`src/rtl/rf_wb_arbiter_if.sv`:
```
// Writeback request channel: one valid/ready handshake carrying a
// destination register and its data. Master = requester, slave = arbiter.
//   valid : request present      ready : FIFO has room (state only)
//   addr  : destination register data  : write data
interface rf_wb_arbiter_if;
   logic        valid;
   logic        ready;
   logic [4:0]  addr;
   logic [31:0] data;

   modport master (
      output valid,
      output addr,
      output data,
      input  ready
   );

   modport slave (
      input  valid,
      input  addr,
      input  data,
      output ready
   );
endinterface

```
`src/rtl/rf_wb_arbiter.sv`:
```
// Register-file write-port arbiter for two writeback sources, each with
// its own holding FIFO, a registered output stage and a RAW-hazard query.
// Ports: clk, rst_n (async, active-low); a_if/b_if writeback channels
// (A = ALU path, B = multi-cycle path); Reg_w/Rd_addr/Rd_data register
// file write (registered); q_addr/q_pending hazard query (combinational).
// Build option: RF_WB_RR_ARB_EN selects round-robin arbitration; when it
// is undefined port A has fixed priority over port B.
module rf_wb_arbiter #(
   parameter int BUF_DEPTH = 2
) (
   input  logic           clk,
   input  logic           rst_n,
   rf_wb_arbiter_if.slave a_if,
   rf_wb_arbiter_if.slave b_if,
   output logic           Reg_w,
   output logic [4:0]     Rd_addr,
   output logic [31:0]    Rd_data,
   input  logic [4:0]     q_addr,
   output logic           q_pending
);
   localparam int PW = $clog2(BUF_DEPTH);
   localparam int CW = PW + 1;
   localparam logic [CW-1:0] FULL = CW'(BUF_DEPTH);

   // index 0 = port A, index 1 = port B
   logic [4:0]    addr_q [2][BUF_DEPTH];
   logic [31:0]   data_q [2][BUF_DEPTH];
   logic [PW-1:0] rd_ptr_q [2];
   logic [PW-1:0] rd_ptr_d [2];
   logic [PW-1:0] wr_ptr_q [2];
   logic [PW-1:0] wr_ptr_d [2];
   logic [CW-1:0] cnt_q [2];
   logic [CW-1:0] cnt_d [2];

   logic [1:0]    valid;
   logic [1:0]    ready;
   logic [1:0]    push;
   logic [1:0]    pop;
   logic [1:0]    nempty;
   logic [4:0]    in_addr [2];
   logic [31:0]   in_data [2];

   logic          reg_w_q;
   logic          reg_w_d;
   logic [4:0]    rd_addr_q;
   logic [4:0]    rd_addr_d;
   logic [31:0]   rd_data_q;
   logic [31:0]   rd_data_d;
   logic [4:0]    head_addr;
   logic [31:0]   head_data;
   logic          pend_buf;
   logic [PW-1:0] off;

   assign valid      = {b_if.valid, a_if.valid};
   assign in_addr[0] = a_if.addr;
   assign in_addr[1] = b_if.addr;
   assign in_data[0] = a_if.data;
   assign in_data[1] = b_if.data;
   assign a_if.ready = ready[0];
   assign b_if.ready = ready[1];

   // ready depends on the pre-edge count only, so a full FIFO that pops
   // this cycle still refuses a new entry until the next cycle.
   always_comb begin
      for (int p = 0; p < 2; p++) begin
         ready[p]  = (cnt_q[p] != FULL);
         nempty[p] = (cnt_q[p] != '0);
      end
   end

   assign push = valid & ready;

`ifdef RF_WB_RR_ARB_EN
   // rr_q = 0: A preferred on the next contended cycle, 1: B preferred
   logic rr_q;
   logic rr_d;

   always_comb begin
      pop  = nempty;
      rr_d = rr_q;
      if (&nempty) begin
         pop  = rr_q ? 2'b10 : 2'b01;
         rr_d = ~rr_q;
      end
   end

   always_ff @(posedge clk or negedge rst_n) begin
      if (!rst_n) begin
         rr_q <= 1'b0;
      end else begin
         rr_q <= rr_d;
      end
   end
`else
   always_comb begin
      pop = 2'b00;
      if (nempty[0]) begin
         pop = 2'b01;
      end else if (nempty[1]) begin
         pop = 2'b10;
      end
   end
`endif

   always_comb begin
      for (int p = 0; p < 2; p++) begin
         rd_ptr_d[p] = rd_ptr_q[p] + PW'(pop[p]);
         wr_ptr_d[p] = wr_ptr_q[p] + PW'(push[p]);
         cnt_d[p]    = cnt_q[p] + CW'(push[p]) - CW'(pop[p]);
      end
   end

   always_comb begin
      if (pop[1]) begin
         head_addr = addr_q[1][rd_ptr_q[1]];
         head_data = data_q[1][rd_ptr_q[1]];
      end else begin
         head_addr = addr_q[0][rd_ptr_q[0]];
         head_data = data_q[0][rd_ptr_q[0]];
      end
   end

   // R0 writes drain through the stage with the enable held low
   always_comb begin
      reg_w_d   = 1'b0;
      rd_addr_d = rd_addr_q;
      rd_data_d = rd_data_q;
      if (|pop) begin
         reg_w_d   = (head_addr != 5'd0);
         rd_addr_d = head_addr;
         rd_data_d = head_data;
      end
   end

   always_ff @(posedge clk or negedge rst_n) begin
      if (!rst_n) begin
         for (int p = 0; p < 2; p++) begin
            rd_ptr_q[p] <= '0;
            wr_ptr_q[p] <= '0;
            cnt_q[p]    <= '0;
         end
         reg_w_q   <= 1'b0;
         rd_addr_q <= '0;
         rd_data_q <= '0;
      end else begin
         for (int p = 0; p < 2; p++) begin
            rd_ptr_q[p] <= rd_ptr_d[p];
            wr_ptr_q[p] <= wr_ptr_d[p];
            cnt_q[p]    <= cnt_d[p];
         end
         reg_w_q   <= reg_w_d;
         rd_addr_q <= rd_addr_d;
         rd_data_q <= rd_data_d;
      end
   end

   // Storage needs no reset: occupancy is tracked by the counters.
   always_ff @(posedge clk) begin
      for (int p = 0; p < 2; p++) begin
         if (push[p]) begin
            addr_q[p][wr_ptr_q[p]] <= in_addr[p];
            data_q[p][wr_ptr_q[p]] <= in_data[p];
         end
      end
   end

   // Slot i holds a live entry when its distance from the read pointer,
   // taken modulo the depth, is below the occupancy count.
   always_comb begin
      pend_buf = 1'b0;
      off      = '0;
      for (int p = 0; p < 2; p++) begin
         for (int i = 0; i < BUF_DEPTH; i++) begin
            off = PW'(i) - rd_ptr_q[p];
            if (({1'b0, off} < cnt_q[p]) && (addr_q[p][i] == q_addr)) begin
               pend_buf = 1'b1;
            end
         end
      end
   end

   assign q_pending = (q_addr != 5'd0) &&
                      (pend_buf || (reg_w_q && (rd_addr_q == q_addr)));

   assign Reg_w   = reg_w_q;
   assign Rd_addr = rd_addr_q;
   assign Rd_data = rd_data_q;
endmodule

```
`src/flat_wrapper.sv`:
```
// flat-port wrapper written by rule: the top's interface ports become plain ports
module rf_wb_arbiter_flat 
#(
   parameter int BUF_DEPTH = 2
)
  (clk, rst_n, Reg_w, Rd_addr, Rd_data, q_addr, q_pending, a_if_valid, a_if_addr, a_if_data, a_if_ready, b_if_valid, b_if_addr, b_if_data, b_if_ready);
  rf_wb_arbiter_if a_if_i ();
  rf_wb_arbiter_if b_if_i ();
  input  logic clk;
  input  logic rst_n;
  output logic Reg_w;
  output logic [4:0] Rd_addr;
  output logic [31:0] Rd_data;
  input  logic [4:0] q_addr;
  output logic q_pending;
  input wire logic [$bits(a_if_i.valid)-1:0] a_if_valid;
  input wire logic [$bits(a_if_i.addr)-1:0] a_if_addr;
  input wire logic [$bits(a_if_i.data)-1:0] a_if_data;
  output wire logic [$bits(a_if_i.ready)-1:0] a_if_ready;
  input wire logic [$bits(b_if_i.valid)-1:0] b_if_valid;
  input wire logic [$bits(b_if_i.addr)-1:0] b_if_addr;
  input wire logic [$bits(b_if_i.data)-1:0] b_if_data;
  output wire logic [$bits(b_if_i.ready)-1:0] b_if_ready;
  assign a_if_i.valid = a_if_valid;
  assign a_if_i.addr = a_if_addr;
  assign a_if_i.data = a_if_data;
  assign a_if_ready = a_if_i.ready;
  assign b_if_i.valid = b_if_valid;
  assign b_if_i.addr = b_if_addr;
  assign b_if_i.data = b_if_data;
  assign b_if_ready = b_if_i.ready;
  rf_wb_arbiter #(.BUF_DEPTH(BUF_DEPTH)) u_core (.clk(clk), .rst_n(rst_n), .a_if(a_if_i), .b_if(b_if_i), .Reg_w(Reg_w), .Rd_addr(Rd_addr), .Rd_data(Rd_data), .q_addr(q_addr), .q_pending(q_pending));
endmodule
```
`config.mk`:
```
export PLATFORM = sky130hd
export DESIGN_NAME = rf_wb_arbiter_flat
export DESIGN_NICKNAME = d
export VERILOG_FILES = /design/src/rtl/rf_wb_arbiter_if.sv /design/src/rtl/rf_wb_arbiter.sv /design/src/flat_wrapper.sv
export SDC_FILE = /design/constraint.sdc
export NUM_CORES = 1
export LEC_CHECK = 0
export CORE_ASPECT_RATIO = 0.8
export CORE_MARGIN = 10
export CORE_UTILIZATION = 57
export DETAILED_ROUTE_END_ITERATION = 10
export HOLD_SLACK_MARGIN = 0.03
export PLACE_DENSITY = 0.84
export SETUP_SLACK_MARGIN = 0.4
export SKIP_CTS_REPAIR_TIMING = 1
export SLEW_MARGIN = 20
export SYNTH_ARGS = -nofsm -noshare
export SYNTH_HDL_FRONTEND = slang
export SYNTH_SLANG_ARGS = --single-unit
```
`constraint.sdc`:
```
create_clock -name clk -period 3.5 [get_ports clk]
set_clock_uncertainty 0.05 [all_clocks]
set_input_delay 0.875 -clock clk [delete_from_list [all_inputs] [get_ports clk]]
set_output_delay 0.875 -clock clk [all_outputs]
set_load 0.02 [all_outputs]
```
==> metrics.md, run 1 <==
| Metric | Value |
|---|---|
| Crit path required time | 2.57 ns |
| RSZ-0062 raised after global routing | false |
| CP max-delay cell | nor4_1 |
| DRC violations left | 0 |
| GP Congestion | 0.870 |
| Fin. Hold Viols | 0 |
| Slew headroom | 43.5% |
| Antenna Violating Nets Remaining | 0 |
| Mapped cell area | 7670 um2 |
| Skew-Pair Late Insertion Delay | 0.42 ns |
| Status | finished, final reports clean |
| Clock slew at reported path FFs | 0.07 ns |
| Post-synth EDFFs | 148 |
| Top-count cell post-synth | edfxtp_1 |
| CP Data Arrival Time | 2.03 ns |
| HP Class | input pin to asynchronous set/reset pin |
| Area growth from synthesis to layout | 26.2% |
| Synth Flop Type | edfxtp_1 |
| Routed WL | 16,600 um |
| Tmin final | 2.95 ns |
| Worst R2R Path Depth | 4 |
| YS warnings | 0 |
| Layout cells sized above 1 | 9.20% |
| Fin worst setup slack | 0.549 ns |
| DP HPWL | 11,400 um |
| Crit-path max FO | 6 |
| R2R Path Start | u_core.cnt_q[2]$_DFF_PN0_ |
| Overflow after GRT | 0 |
| Setup WS pre-CTS | -0.361 ns |
| # fillers | 789 |
| Share of flip-flops with an asynchronous set or reset | 23.7% |
| VDD IR max | 519 uV |
| Syn_nets | 603 |
| Max-cap violations | 0 |
| CTS Buf Count | 17 |
| I/O Pins | 124 |
| Final setup viols | 0 |
| R2r endpoint | u_core.data_q[0][55]$_DFFE_PP_ |
| Worst Hold Margin | 0.375 ns |
| Worst path cell trace | dlymetal6s2s_1, xor2_1, nor4_1, a311oi_1, a21oi_1, buf_4 |
| Measured slew at the worst slew-check pin | 0.845 ns |
| Layout Nets | 728 |
| Synth area leader | edfxtp_1 |
| FF-to-FF setup slack | 1.36 ns |
| Clock Sinks | 194 |
| Post-synthesis sequential area ratio | 72.9% |
| Synth Instances | 514 |
| N_diodes | 0 |
| DIE AREA | 18,500 um2 |
| FMAX | 0.339 GHz |
| Synth top area share | 57.9% |
| Crit start category | input pin |
| Die height | 124 um |
| Die width | 150 um |
| Clock buffer depth | 2 |
| IO Port Bufs | 123 |
| Count of cell types in the netlist | 29 |
| Largest cells by area after synthesis | edfxtp_1, dfrtp_1, mux2i_1 |
| Avg Inst Size Synth | 14.9 um2 |
| Max stage delay on crit path | 0.27 ns |
| Core footprint | 13,000 um2 |
| WL/cell | 20.0 um |
| Pins over their slew limit | 0 |
| GRT Total Usage | 18.0% |
| First-pass DRT Iterations | 5 |
| Power Dens Cells | 814 nW/um2 |
| Number of global-route vias before repair | 4,670 |
| Root Driver | clkbuf_16 |
| Crit share post-route | 84.3% |
| Synth Register Bits | 194 |
| Via/cell ratio | 5.40 |
| CTS tree | built |
| Initial DRC Count | 317 |
| CP Class | input pin to primary output |
| Initial antenna violation count | 0 |
| Initial Util | 59.0% |
| Core Rows | 37 |
| Leakage | 0.00365 uW |
| Most frequent cells after synthesis | edfxtp_1, mux2i_1, nand2_1 |
| First-pass GRT wire length | 25,300 um |
| Largest net degree at the start of global routing | 65 |
| H-Tree Depth | 4 |
| Detailed-route via count | 4,466 |
| CP endpoint kind | primary output |
[stage by stage]
step / instances / setup TNS, ns / power (uW) / utilization, % / instance area (um2)
global placement: 795 / -0.324 / 5960 / 70.1 / 9120
global route: 827 / 0 / 8270 / 74.4 / 9680
finish: 827 / 0 / 7880 / 74.4 / 9680
floorplan: 514 / 0 / 5010 / - / 7670
detailed placement: 795 / -0.361 / 6080 / 70.1 / 9120
CTS: 827 / -0.367 / 7940 / 74.5 / 9690
[worst max-delay path by stage]
stage / from / endpoint / depth (start not counted)
global placement: q_addr[2] / q_pending / 6
CTS: q_addr[2] / q_pending / 6
floorplan: q_addr[2] / q_pending / 5
finish: q_addr[3] / q_pending / 6
global route: q_addr[3] / q_pending / 6
detailed placement: q_addr[2] / q_pending / 6
[routing by layer]
metal / vias to the layer above / wire length [um] / global-route usage, %
met4: 0 / 136 / 5.09
met3: 11 / 1360 / 5.94
met2: 160 / 7910 / 28.4
met5: - / 0 / 0
li1: 2123 / - / -
met1: 2172 / 7180 / 23.7
[sequential cells by signal, summed over array words and instances, names as in the netlist]
signal           flops
u_core.rd_ptr_q      2
u_core.data_q      128
u_core.Reg_w         1
u_core.Rd_addr       5
u_core.cnt_q         4
u_core.addr_q       20
u_core.wr_ptr_q      2
u_core.Rd_data      32
[where the power goes]
group          switching, uW  total (uW)  internal [uW]
Sequential               373        3530           3160
Combinational           1390        2490           1100
Clock                    814        1860           1050
Total                   2580        7880           5300
[final cells by class]
class / count / area (um2) / share of cell area [%]
multi-input cells: 283 / 1930 / 20.0
repair buffers: 135 / 1340 / 13.8
clock inverters: 15 / 139 / 1.43
flip-flops and latches: 194 / 5600 / 57.8
clock buffers: 17 / 425 / 4.39
inverters: 8 / 30.0 / 0.310
well taps: 175 / 219 / 2.26
[logic make-up (layout without fill, tap and decap cells)]
logic type / after synthesis / after routing / share of synthesized area [%]
flops: 194 / 194 / 72.9
simple gates: 92 / 92 / 5.19
compound gates: 79 / 79 / 5.23
mux: 77 / 77 / 10.1
buf+inv: 37 / 175 / 2.25
xor+xnor: 29 / 29 / 3.31
fa+ha+maj: 6 / 6 / 0.978
[worst max-delay path, delay by kind of cell]
family / cells / cell delay (ns)
buffers and inverters: 2 / 0.38
AOI/OAI and AO/OA: 2 / 0.30
and+or+nand+nor: 1 / 0.27
xor gates and xnor gates: 1 / 0.20
[placed cells by master (no fill, tap or decap), types with 2 or more instances in the layout]
cell and instances:
clkinv_2 8, a31oi_1 2, nor3_1 3, mux2_2 3, nand2_1 72, nor2_4 2
and2_1 3, buf_12 2, nand4_1 3, ha_1 2, clkbuf_2 2, dlymetal6s2s_1 3
mux2_1 2, edfxtp_1 148, a21oi_1 5, inv_1 8, nand2b_1 2, xnor2_1 19
inv_6 3, dfrtp_2 2, o21ai_1 5, mux2i_1 72, ha_2 4, bufinv_16 2
nor4_1 2, dfrtp_1 44, clkdlybuf4s50_1 116, buf_4 11, clkbuf_16 17, o21ai_0 66
xor2_1 10
Note: power is estimated with default switching activity, not from simulation.
==> run 2, diff against run 1 <==
--- a/config.mk
+++ b/config.mk
@@ -7,10 +7,10 @@
 export LEC_CHECK = 0
 export CORE_ASPECT_RATIO = 0.8
 export CORE_MARGIN = 10
-export CORE_UTILIZATION = 57
+export CORE_UTILIZATION = 48
 export DETAILED_ROUTE_END_ITERATION = 10
 export HOLD_SLACK_MARGIN = 0.03
-export PLACE_DENSITY = 0.84
+export PLACE_DENSITY = 0.76
 export SETUP_SLACK_MARGIN = 0.4
 export SKIP_CTS_REPAIR_TIMING = 1
 export SLEW_MARGIN = 20
==> constraint.sdc (replaced) <==
create_clock -name clk -period 2.4 [get_ports clk]
set_clock_uncertainty 0.05 [all_clocks]
set_input_delay 0.6 -clock clk [delete_from_list [all_inputs] [get_ports clk]]
set_output_delay 0.6 -clock clk [all_outputs]
set_load 0.02 [all_outputs]
==> run 2 against run 1 <==
Critical path depth fell by 1. Largest power group unchanged. Worst hold slack got worse by 0.27 ns. Cell count rose by 7.4%. Setup slack got worse by 0.59 ns. The run now ends with setup timing left. Critical path type is now flop to primary output.
==> metrics.md, run 2 (synthesis results as in run 1) <==
| Metric | Value |
|---|---|
| Layout cells sized above 1 | 13.5% |
| H-Tree Depth | 4 |
| # fillers | 1,162 |
| Crit share post-route | 102% |
| Met2 Resource Use GR | 27.5% |
| Tmin final | 2.44 ns |
| Core Rows | 41 |
| Initial Util | 48.7% |
| RSZ-0062 raised after global routing | true |
| Crit start category | flop |
| CP Data Arrival Time | 1.79 ns |
| Power Dens Cells | 1160 nW/um2 |
| Die width | 161 um |
| DRC violations left | 0 |
| Number of global-route vias before repair | 5,059 |
| CTS Buf Count | 17 |
| Grt met1 use | 19.8% |
| Crit path required time | 1.75 ns |
| CTS tree | built |
| Measured slew at the worst slew-check pin | 0.630 ns |
| WP buf/inv | 1 |
| IO Port Bufs | 123 |
| Routed WL | 17,600 um |
| Area growth from synthesis to layout | 31.4% |
| Grt peak-use layer | met2 |
| GRT Total Usage | 16.4% |
| Util after Layout | 64.0% |
| CP max-delay cell | dfrtp_1 |
| Via/cell ratio | 5.19 |
| Skew-Pair Late Insertion Delay | 0.43 ns |
| I/O Pins | 124 |
| Initial DRC Count | 341 |
| First-pass GRT wire length | 27,100 um |
| Clock Sinks | 194 |
| Setup TNS | -0.0442 ns |
| GP Congestion | 0.931 |
| Fin. Hold Viols | 0 |
| Most frequent cells in the layout | edfxtp_1, clkdlybuf4s50_1, nand2_1, mux2i_1, o21ai_0 |
| Pins over their slew limit | 0 |
| Final setup viols | 1 |
| FF-to-FF setup slack | 0.59 ns |
| CP top delay family | flip-flops |
| Largest net degree at the start of global routing | 66 |
| Max reg flops | 128 |
| Crit-path max FO | 2 |
| Dpl cell area | 9370 um2 |
| N_diodes | 0 |
| Commonest non-fill, non-tap cell in the layout | edfxtp_1 |
| CP endpoint kind | primary output |
| DIE AREA | 21,500 um2 |
| HP Class | input pin to asynchronous set/reset pin |
| DP HPWL | 11,900 um |
| Leakage | 0.00415 uW |
| Failing checks | setup timing |
| Worst path cell trace | xor2_1, nor4_2, a311oi_2, a21oi_2, buf_6 |
| Initial antenna violation count | 0 |
| Layout Nets | 750 |
| Core footprint | 15,700 um2 |
| WL/cell | 19.8 um |
| Die height | 133 um |
| Clock buffer depth | 2 |
| Root Driver | clkbuf_16 |
| CP Class | flop to primary output |
| Detailed-route via count | 4,609 |
| Max-cap violations | 0 |
| Antenna Violating Nets Remaining | 0 |
| Clock slew at reported path FFs | 0.06 ns |
| Max stage delay on crit path | 0.40 ns |
| VDD IR max | 692 uV |
| Overflow after GRT | 0 |
| Slew headroom | 58.0% |
| Final instance area | 10,100 um2 |
| Setup WS pre-CTS | -0.953 ns |
| First-pass DRT Iterations | 4 |
| FMAX | 0.409 GHz |
| Fin worst setup slack | -0.0442 ns |
| Grt met3 use | 5.20% |
| Status | finished, violations left |
==> run 2: layer usage <==
metal | routed length [um] | vias up
li1 | - | 2157
met1 | 7590 | 2285
met2 | 8680 | 154
met3 | 1130 | 13
met4 | 173 | 0
met5 | 0 | -
==> run 2: stage by stage <==
stage,power (uW),hold slack (ns),instances
floorplan,7320,0.254,514
global placement,8920,0.452,853
detailed placement,9080,0.474,853
CTS,11800,0.105,884
global route,12300,0.117,888
finish,11700,0.101,888
==> run 2: path summary, 6_finish.rpt <==
kind	from	end	depth (start not counted)
min in group clk	u_core.data_q[0][47]$_DFFE_PP_	u_core.Rd_data[15]$_DFFE_PN0P_	2
worst min register to register	u_core.data_q[0][47]$_DFFE_PP_	u_core.Rd_data[15]$_DFFE_PN0P_	2
worst max register to register	u_core.cnt_q[0]$_DFF_PN0_	u_core.cnt_q[1]$_DFF_PN0_	9
max in group asynchronous	rst_n	u_core.rd_ptr_q[1]$_DFF_PN0_	2
worst max-delay path	u_core.Rd_addr[2]$_DFFE_PN0P_	q_pending	5
worst min-delay path	rst_n	u_core.Rd_data[16]$_DFFE_PN0P_	1
==> run 2: layout make-up <==
class	count	area (um2)	area share, %
clock buffers	23	478	4.74
clock inverters	8	78.8	0.782
inverters	8	30.0	0.298
multi-input cells	283	1990	19.7
flip-flops and latches	194	5600	55.5
well taps	215	269	2.67
repair buffers	157	1640	16.3
==> run 2: power breakdown <==
part	internal, uW	leakage, uW	switching, uW
combinational	1730	0.00195	2250
sequential	4610	0.00193	406
clock	1510	0.000264	1160
